==> src/rtl/moore_fsm_pkg.sv <==
// rtl/moore_fsm_pkg.sv - State encodings and polarity-mode constants for the run detector.
package moore_fsm_pkg;

  typedef enum logic [1:0] {
    IDLE = 2'd0,
    RUN0 = 2'd1,
    RUN1 = 2'd2
  } state_t;

  localparam logic [1:0] MODE_ANY   = 2'd0;
  localparam logic [1:0] MODE_ONES  = 2'd1;
  localparam logic [1:0] MODE_ZEROS = 2'd2;

endpackage

==> src/rtl/sat_counter.sv <==
// rtl/sat_counter.sv - Up counter with synchronous clear that sticks at all-ones.
module sat_counter #(
  parameter int W = 8
) (
  input  logic         clk,
  input  logic         rst,
  input  logic         clr,
  input  logic         inc,
  output logic [W-1:0] cnt
);

  always_ff @(posedge clk) begin
    if (rst || clr) begin
      cnt <= '0;
    end else if (inc && (cnt != '1)) begin
      cnt <= cnt + W'(1);
    end
  end

endmodule

==> src/rtl/moore_run_detector.sv <==
// rtl/moore_run_detector.sv - Moore detector flagging runs of RUN_LEN equal accepted bits.
// Optional detection counter port hit_cnt is built when MOORE_RUN_HIT_CNT_EN is defined.
module moore_run_detector
  import moore_fsm_pkg::*;
#(
  parameter int RUN_LEN = 2,
  parameter int CNT_W   = 8
) (
  input  logic             clk,
  input  logic             rst,
  input  logic             in,
  input  logic             in_valid,
  input  logic [1:0]       mode,
  output logic             q,
  output logic             q_val,
  output logic [CNT_W-1:0] run_len
`ifdef MOORE_RUN_HIT_CNT_EN
  ,
  output logic [CNT_W-1:0] hit_cnt
`endif
);

  state_t           state;
  state_t           bit_state;
  logic             new_run;
  logic             same_bit;
  logic [CNT_W-1:0] extra;
  logic [CNT_W:0]   len_ext;
  logic             pol_ok;

  assign bit_state = in ? RUN1 : RUN0;
  assign new_run   = in_valid && (state != bit_state);
  assign same_bit  = in_valid && (state == bit_state);

  always_ff @(posedge clk) begin
    if (rst) begin
      state <= IDLE;
    end else if (in_valid) begin
      state <= bit_state;
    end
  end

  // The counter holds "bits beyond the first" so a fresh run can simply clear it.
  sat_counter #(.W(CNT_W)) u_run_cnt (
    .clk (clk),
    .rst (rst),
    .clr (new_run),
    .inc (same_bit),
    .cnt (extra)
  );

  assign len_ext = {1'b0, extra} + {{CNT_W{1'b0}}, 1'b1};

  always_comb begin
    run_len = '0;
    if (state != IDLE) begin
      run_len = len_ext[CNT_W] ? '1 : len_ext[CNT_W-1:0];
    end
  end

  always_comb begin
    pol_ok = 1'b1;
    case (mode)
      MODE_ONES:  pol_ok = (state == RUN1);
      MODE_ZEROS: pol_ok = (state == RUN0);
      default:    pol_ok = 1'b1;
    endcase
  end

  assign q     = (state != IDLE) && (run_len >= CNT_W'(RUN_LEN)) && pol_ok;
  assign q_val = (state == RUN1);

`ifdef MOORE_RUN_HIT_CNT_EN
  logic q_d;

  // Counts registered rising edges of q; wraps rather than saturates.
  always_ff @(posedge clk) begin
    if (rst) begin
      q_d     <= 1'b0;
      hit_cnt <= '0;
    end else begin
      q_d <= q;
      if (q && !q_d) begin
        hit_cnt <= hit_cnt + CNT_W'(1);
      end
    end
  end
`endif

endmodule
==> config.mk <==
export PLATFORM = sky130hd
export DESIGN_NAME = moore_run_detector
export DESIGN_NICKNAME = d
export VERILOG_FILES = /design/src/rtl/moore_fsm_pkg.sv /design/src/rtl/sat_counter.sv /design/src/rtl/moore_run_detector.sv
export SDC_FILE = /design/constraint.sdc
export NUM_CORES = 1
export LEC_CHECK = 0
export ABC_CLOCK_PERIOD_IN_PS = 2700
export CORE_AREA = 2 2 44 46
export CTS_CLUSTER_SIZE = 8
export DETAILED_ROUTE_END_ITERATION = 8
export DIE_AREA = 0 0 46 48
export GPL_ROUTABILITY_DRIVEN = 0
export GPL_TIMING_DRIVEN = 0
export PLACE_DENSITY = 0.74
export SLEW_MARGIN = 15
export SYNTH_ARGS = -nofsm -noshare
export SYNTH_HDL_FRONTEND = slang
export SYNTH_SLANG_ARGS = --single-unit
==> constraint.sdc <==
create_clock -name clk -period 2.7 [get_ports clk]
set_input_delay 0.54 -clock clk [delete_from_list [all_inputs] [get_ports clk]]
set_output_delay 0.54 -clock clk [all_outputs]
set_load 0.05 [all_outputs]
==> results of run 1 <==
## kinds of logic after synthesis
family	after synthesis	share of synthesized area, %
and+or+nand+nor	44	31.4
AOI/OAI and AO/OA	26	22.5
buffers and inverters	10	8.04
DFF	10	24.3
muxes	5	6.07
xor gates and xnor gates	3	3.19
adders and majority gates	3	4.55
## worst paths after layout
path                                          to              from  cells past startpoint  slack, ps
worst min register to register  u_run_cnt.cnt[5]  u_run_cnt.cnt[5]                      2        500
worst min-delay path            u_run_cnt.cnt[5]  u_run_cnt.cnt[5]                      2        500
worst max-delay path                           q  u_run_cnt.cnt[2]                      6         20
worst max register to register  u_run_cnt.cnt[3]          state[0]                      4        960
## cell usage in the layout, fill, tap and decap left out, drive strengths merged, types with 4 or more instances in the layout
master | synthesis | layout
dlygate4sd2 | 0 | 8
clkbuf | 1 | 5
clkdlybuf4s50 | 0 | 5
dfxtp | 10 | 10
nand2b | 4 | 4
a21oi | 4 | 4
mux2i | 5 | 5
nor2 | 7 | 7
nand2 | 7 | 7
o21ai | 4 | 4
nand3 | 6 | 6
buf | 6 | 13
a21boi | 4 | 4
## worst max-delay path, stage by stage (launching register included)
cell and delay, ps:
dfxtp_2 330, buf_6 110, nand4_1 180, or4b_4 610, a221oi_4 310, a32oi_2 140, buf_6 180
## power by group
group / internal (W) / switching [W] / leakage (nW)
logic: 0.0000215 / 0.0000316 / 0.339
clock network: 0.0000821 / 0.0000610 / 0.0210
registers: 0.000148 / 0.00000337 / 0.0842
total: 0.000252 / 0.0000960 / 0.444
## registers in the layout (all words and copies together) (netlist names)
register,cells
u_run_cnt.cnt,8
state,2
## area by class of cell
class,count,area share [%]
clock buffers,4,3.25
inverters,3,1.01
plain buffers,6,4.48
multi-input cells,81,53.9
flip-flops and latches,10,18.9
well taps,17,1.91
repair buffers,21,16.5
## routing by layer
layer	share of wire [%]	track usage, %
met5	0	0
met4	1.9	6.86
met3	5.7	3.40
met2	45	30.6
met1	47	24.4
## per-stage QoR
| stage | hold slack (ps) | instance area (sq um) |
|---|---|---|
| 4_1_cts | 532 | 1060 |
| 6_report | 504 | 1120 |
| 5_1_grt | 522 | 1120 |
| 3_3_place_gp | 510 | 993 |
| 2_1_floorplan | 487 | 832 |
| 3_5_place_dp | 524 | 993 |
## what timing repair did
item,4_1_cts,5_1_grt
buffers inserted,3,4
pin swaps,4,5
gates resized for setup,22,8
endpoints found under the setup margin,9,4
==> impl_results.md, run 1 <==
- Net count after synthesis: 110
- # nets final: 135
- CP required: 2160 ps
- Seq/Total Area, Yosys: 24.3%
- Cells after synthesis: 101
- WP data arrival: 2140 ps
- Number of flops mapped to enable cells by yosys: 0
- Min cycle time layout: 2680 ps
- Setup TNS: 0 ps
- Mean post-synth cell area: 8.16 sq um
- DIE WIDTH: 46 um
- Post-Layout Cell Count: 142
- Pwr/cell area: 311 nW/um^2
- CP Max Fanout: 8
- TritonCTS clock tree: done
- Die Area: 2210 sq um
- Routed length per instance: 13.5 um
- # hold bufs at CTS: 0
- Synthesized area: 825 sq um
- Synth unique cells: 42
- Tot Pwr: 0.000348 W
- Max capacitance violation total: 0
- Setup ws final: 21.0 ps
- Initial antenna violation count: 0
- Clk_skew: 5.24 ps
- Slew Limit Headroom: 65.5%
- Least-Margin Pin Slew: 512 ps
- H-tree lvl count: 1
- Fin. Hold Viols: 0
- Slew Limit Fails: 0
- ANT nets after route: 0
- CTS root buf: clkbuf_4
- Register bit total from synthesis: 10
- GRT overflow: 0
- Min-delay worst type: register to register
- Worst vdd ir: 195 uV
- Top cells by area, synth: dfxtp_1 24%, mux2i_1 6.1%, ha_1 4.6%
- Vias: 855
- Setup-failing EPs final: 0
- Pre-CTS WS: -539 ps
- Layout area overhead: 35.4%
- Vias in the first global route: 662
- Leak pwr: 0.444 nW
- Fmax: 0.373 GHz
- Total GRT Usage: 18.6%
- Routed WL: 1920 um
- Initial detailed-routing violation count: 29
- Inst Count DP: 132
- Post-route DRC: 0
- Synth warn: 0
- PortBufs: 14
- Synth top area share: 24.3%
- Worst setup SP type: register
- Setup CP Type: register to primary output
- Fillers: 138
- Most used DFF post-synth: dfxtp_1
- CTS max path bufs: 2
- Core area: 1690 sq um
- Clk sinks: 10
- Register area: 211 sq um
- IO Pins: 16
- Core Util, Final: 66.1%
- First-pass GRT wire length: 2950 um
- Clk pin slew, worst setup/hold paths: 80 ps
- Most frequent cells after synthesis: 10 x dfxtp_1, 7 x nand2_1, 7 x nor2_1
- First-pass iteration count of the detailed router: 4
- Area of the multi-input gates: 602 sq um
- Synth async-reset ratio: 0%
- Die Height: 48 um
- Largest net degree at the start of global routing: 11
- Initial Util: 48.8%
- Vias/cell: 6.02
- Count leader, synth: dfxtp_1
- Layout cell share with drive strength beyond 1: 26.4%
- RSZ-0062 raised after global routing: yes
- CP endpoint kind: primary output
- Post-DP HPWL: 1270 um
- Run status: finished clean
- Biggest area consumer among synthesized cells: dfxtp_1
- TritonCTS Buffers: 3
- Diode count: 0
- Row count: 15
- Skew-Pair Late Insertion Delay: 280 ps
- Final worst path period share: 99.2%
Note: power is estimated with default switching activity, not from simulation.
==> run 2: changes to the inputs <==
CAP_MARGIN = 20   (was not set)
HOLD_SLACK_MARGIN = 0.05   (was not set)
==> results of run 2 <==
Final layout, timing and power as in run 1 (identical DEF).
==> run 3: changes to the inputs <==
GPL_TIMING_DRIVEN = 1   (was 0)
==> impl_results.md, run 3 (same netlist as run 1, synthesis figures left out) <==
- Worst vdd ir: 318 uV (was 195 uV)
- WP data arrival: 2100 ps (was 2140 ps)
- Clk sinks: 10 (unchanged)
- Clk_skew: 5.87 ps (was 5.24 ps)
- Row count: 15 (unchanged)
- Largest net degree at the start of global routing: 12 (was 11)
- Post-route DRC: 0 (unchanged)
- ANT nets after route: 0 (unchanged)
- Die Height: 48 um (unchanged)
- Max FFs per register: 8 (unchanged)
- TritonCTS Buffers: 3 (unchanged)
- Final worst path period share: 97.8% (was 99.2%)
- Die Area: 2210 sq um (unchanged)
- H-tree lvl count: 1 (unchanged)
- Clk pin slew, worst setup/hold paths: 70 ps (was 80 ps)
- CTS max path bufs: 2 (unchanged)
- Vias in the first global route: 770 (was 662)
- CTS root buf: clkbuf_4 (unchanged)
- # hold bufs at CTS: 0 (unchanged)
- Fillers: 142 (was 138)
- RSZ-0062 raised after global routing: yes (unchanged)
- Fin. Hold Viols: 0 (unchanged)
- Reg-to-reg endpoint: u_run_cnt.cnt[3] (unchanged)
- # nets final: 131 (was 135)
- Routed length per instance: 15.5 um (was 13.5 um)
- RR Startpoint: u_run_cnt.cnt[0] (was state[0])
- Commonest non-fill, non-tap cells in the layout: 9 x buf_4, 7 x nor2_1, 7 x nand2_1, 7 x buf_12 (was 8 x buf_4, 8 x dlygate4sd2_1, 7 x nor2_1, 7 x nand2_1)
- IO Pins: 16 (unchanged)
- Initial antenna violation count: 0 (unchanged)
- Initial detailed-routing violation count: 21 (was 29)
- PortBufs: 15 (was 14)
- Post-DP Area: 1040 sq um (was 993 sq um)
- Worst setup SP type: register (unchanged)
- Core area: 1690 sq um (unchanged)
- Commonest non-fill, non-tap cell in the layout: buf_4
- Crit path launch: u_run_cnt.cnt[0] (was u_run_cnt.cnt[2])
- Run status: finished clean (unchanged)
- First-pass GRT wire length: 3300 um (was 2950 um)
- Crit path capture: q (unchanged)
- CP endpoint kind: primary output (unchanged)
- Reg2Reg Depth: 6 (was 4)
- Reg with most FFs: u_run_cnt.cnt (unchanged)
- First-pass iteration count of the detailed router: 4 (unchanged)
- Vias/cell: 6.14 (was 6.02)
- Area of the multi-input gates: 592 sq um (was 602 sq um)
- Slew Limit Fails: 0 (unchanged)
- CP Max Fanout: 7 (was 8)
- Diode count: 0 (unchanged)
- Layout cell share with drive strength beyond 1: 29.2% (was 26.4%)
- Register area: 209 sq um (was 211 sq um)
- Min Hold Slack: 534 ps (was 504 ps)
- GRT overflow: 0 (unchanged)
- Setup-failing EPs final: 0 (unchanged)
- Post-DP HPWL: 1470 um (was 1270 um)
- Leak pwr: 0.411 nW (was 0.444 nW)
- Vias: 841 (was 855)
- Setup CP Type: register to primary output (unchanged)
- Slowest stage cell, crit path: or4b_4 (unchanged)
- TritonCTS clock tree: done (unchanged)
- Pwr/cell area: 279 nW/um^2 (was 311 nW/um^2)
- Routed WL: 2120 um (was 1920 um)
- Max capacitance violation total: 0 (unchanged)
- Initial Util: 48.8% (unchanged)
- Total GRT Usage: 20.8% (was 18.6%)
- CP peak stage delay: 510 ps (was 610 ps)
- Flop2flop setup slack: 890 ps (was 960 ps)
- Slew Limit Headroom: 60.6% (was 65.5%)
- Least-Margin Pin Slew: 586 ps (was 512 ps)
- Design Area, Final: 1130 sq um (was 1120 sq um)
- DIE WIDTH: 46 um (unchanged)
- Skew-Pair Late Insertion Delay: 260 ps (was 280 ps)
- Min-delay worst type: register to register (unchanged)
- Layout area overhead: 37.6% (was 35.4%)
- Worst-path cell chain: ha_4, and3_4, or4b_4, a221oi_4, a32oi_2, buf_6 (was buf_6, nand4_1, or4b_4, a221oi_4, a32oi_2, buf_6)
- CP required: 2160 ps (about the same)
- Min cycle time layout: 2640 ps (was 2680 ps)
- Top Registers: u_run_cnt.cnt: 8 flops, state: 2 flops (unchanged)
- Fmax: 0.379 GHz (was 0.373 GHz)
run 3: metrics by stage:
step / setup TNS (ps) / setup slack, ps / cells / power, W / utilization, %
floorplan: 0 / 108 / 101 / 0.000190 / -
global placement: 0 / 197 / 130 / 0.000214 / 61.8
detailed placement: 0 / 175 / 130 / 0.000216 / 61.8
CTS: 0 / 5.52 / 134 / 0.000315 / 64.1
global route: -31.7 / -31.7 / 137 / 0.000332 / 67.2
finish: 0 / 58.7 / 137 / 0.000317 / 67.2
run 3: what timing repair did:
| action | 4_1_cts | 5_1_grt |
|---|---|---|
| setup endpoints to repair | 1 | 1 |
| resized for setup | 4 | 7 |
| pin swaps | 2 | 5 |
| setup buffers | 1 | 3 |
run 3: area by class of cell:
cell class	count	area share [%]
Inverter	3	0.992
Clock buffer	3	1.98
Timing Repair Buffer	23	24.6
Tap cell	17	1.87
Multi-Input combinational cell	81	52.1
Sequential cell	10	18.4
run 3: metal layers:
metal / track usage (%) / wire, um
met2: 34.2 / 1030
met4: 6.86 / 27
met5: 0 / 0
met3: 5.28 / 187
met1: 26.7 / 877
run 3: worst min-delay path by stage:
stage,from,endpoint,cells past startpoint
detailed placement,u_run_cnt.cnt[7],u_run_cnt.cnt[7],2
global placement,u_run_cnt.cnt[7],u_run_cnt.cnt[7],2
finish,u_run_cnt.cnt[5],u_run_cnt.cnt[5],2
floorplan,u_run_cnt.cnt[7],u_run_cnt.cnt[7],2
global route,u_run_cnt.cnt[5],u_run_cnt.cnt[5],2
CTS,u_run_cnt.cnt[7],u_run_cnt.cnt[7],2
run 3: report_power, final:
part | internal [W] | leakage [nW] | total, W | switching [W]
Sequential | 0.000149 | 0.0839 | 0.000153 | 0.00000374
Clock | 0.0000514 | 0.0138 | 0.000103 | 0.0000516
Combinational | 0.0000278 | 0.314 | 0.0000611 | 0.0000333
Total | 0.000228 | 0.411 | 0.000317 | 0.0000887
run 3: worst max-delay path, delay by kind of cell (launching register included):
family,cells,cell delay [ps]
AND/OR/NAND/NOR,2,680
AO/OA/AOI/OAI,2,450
flip-flops,1,370
buffers and inverters,1,170
adder cells (fa/ha/maj),1,160
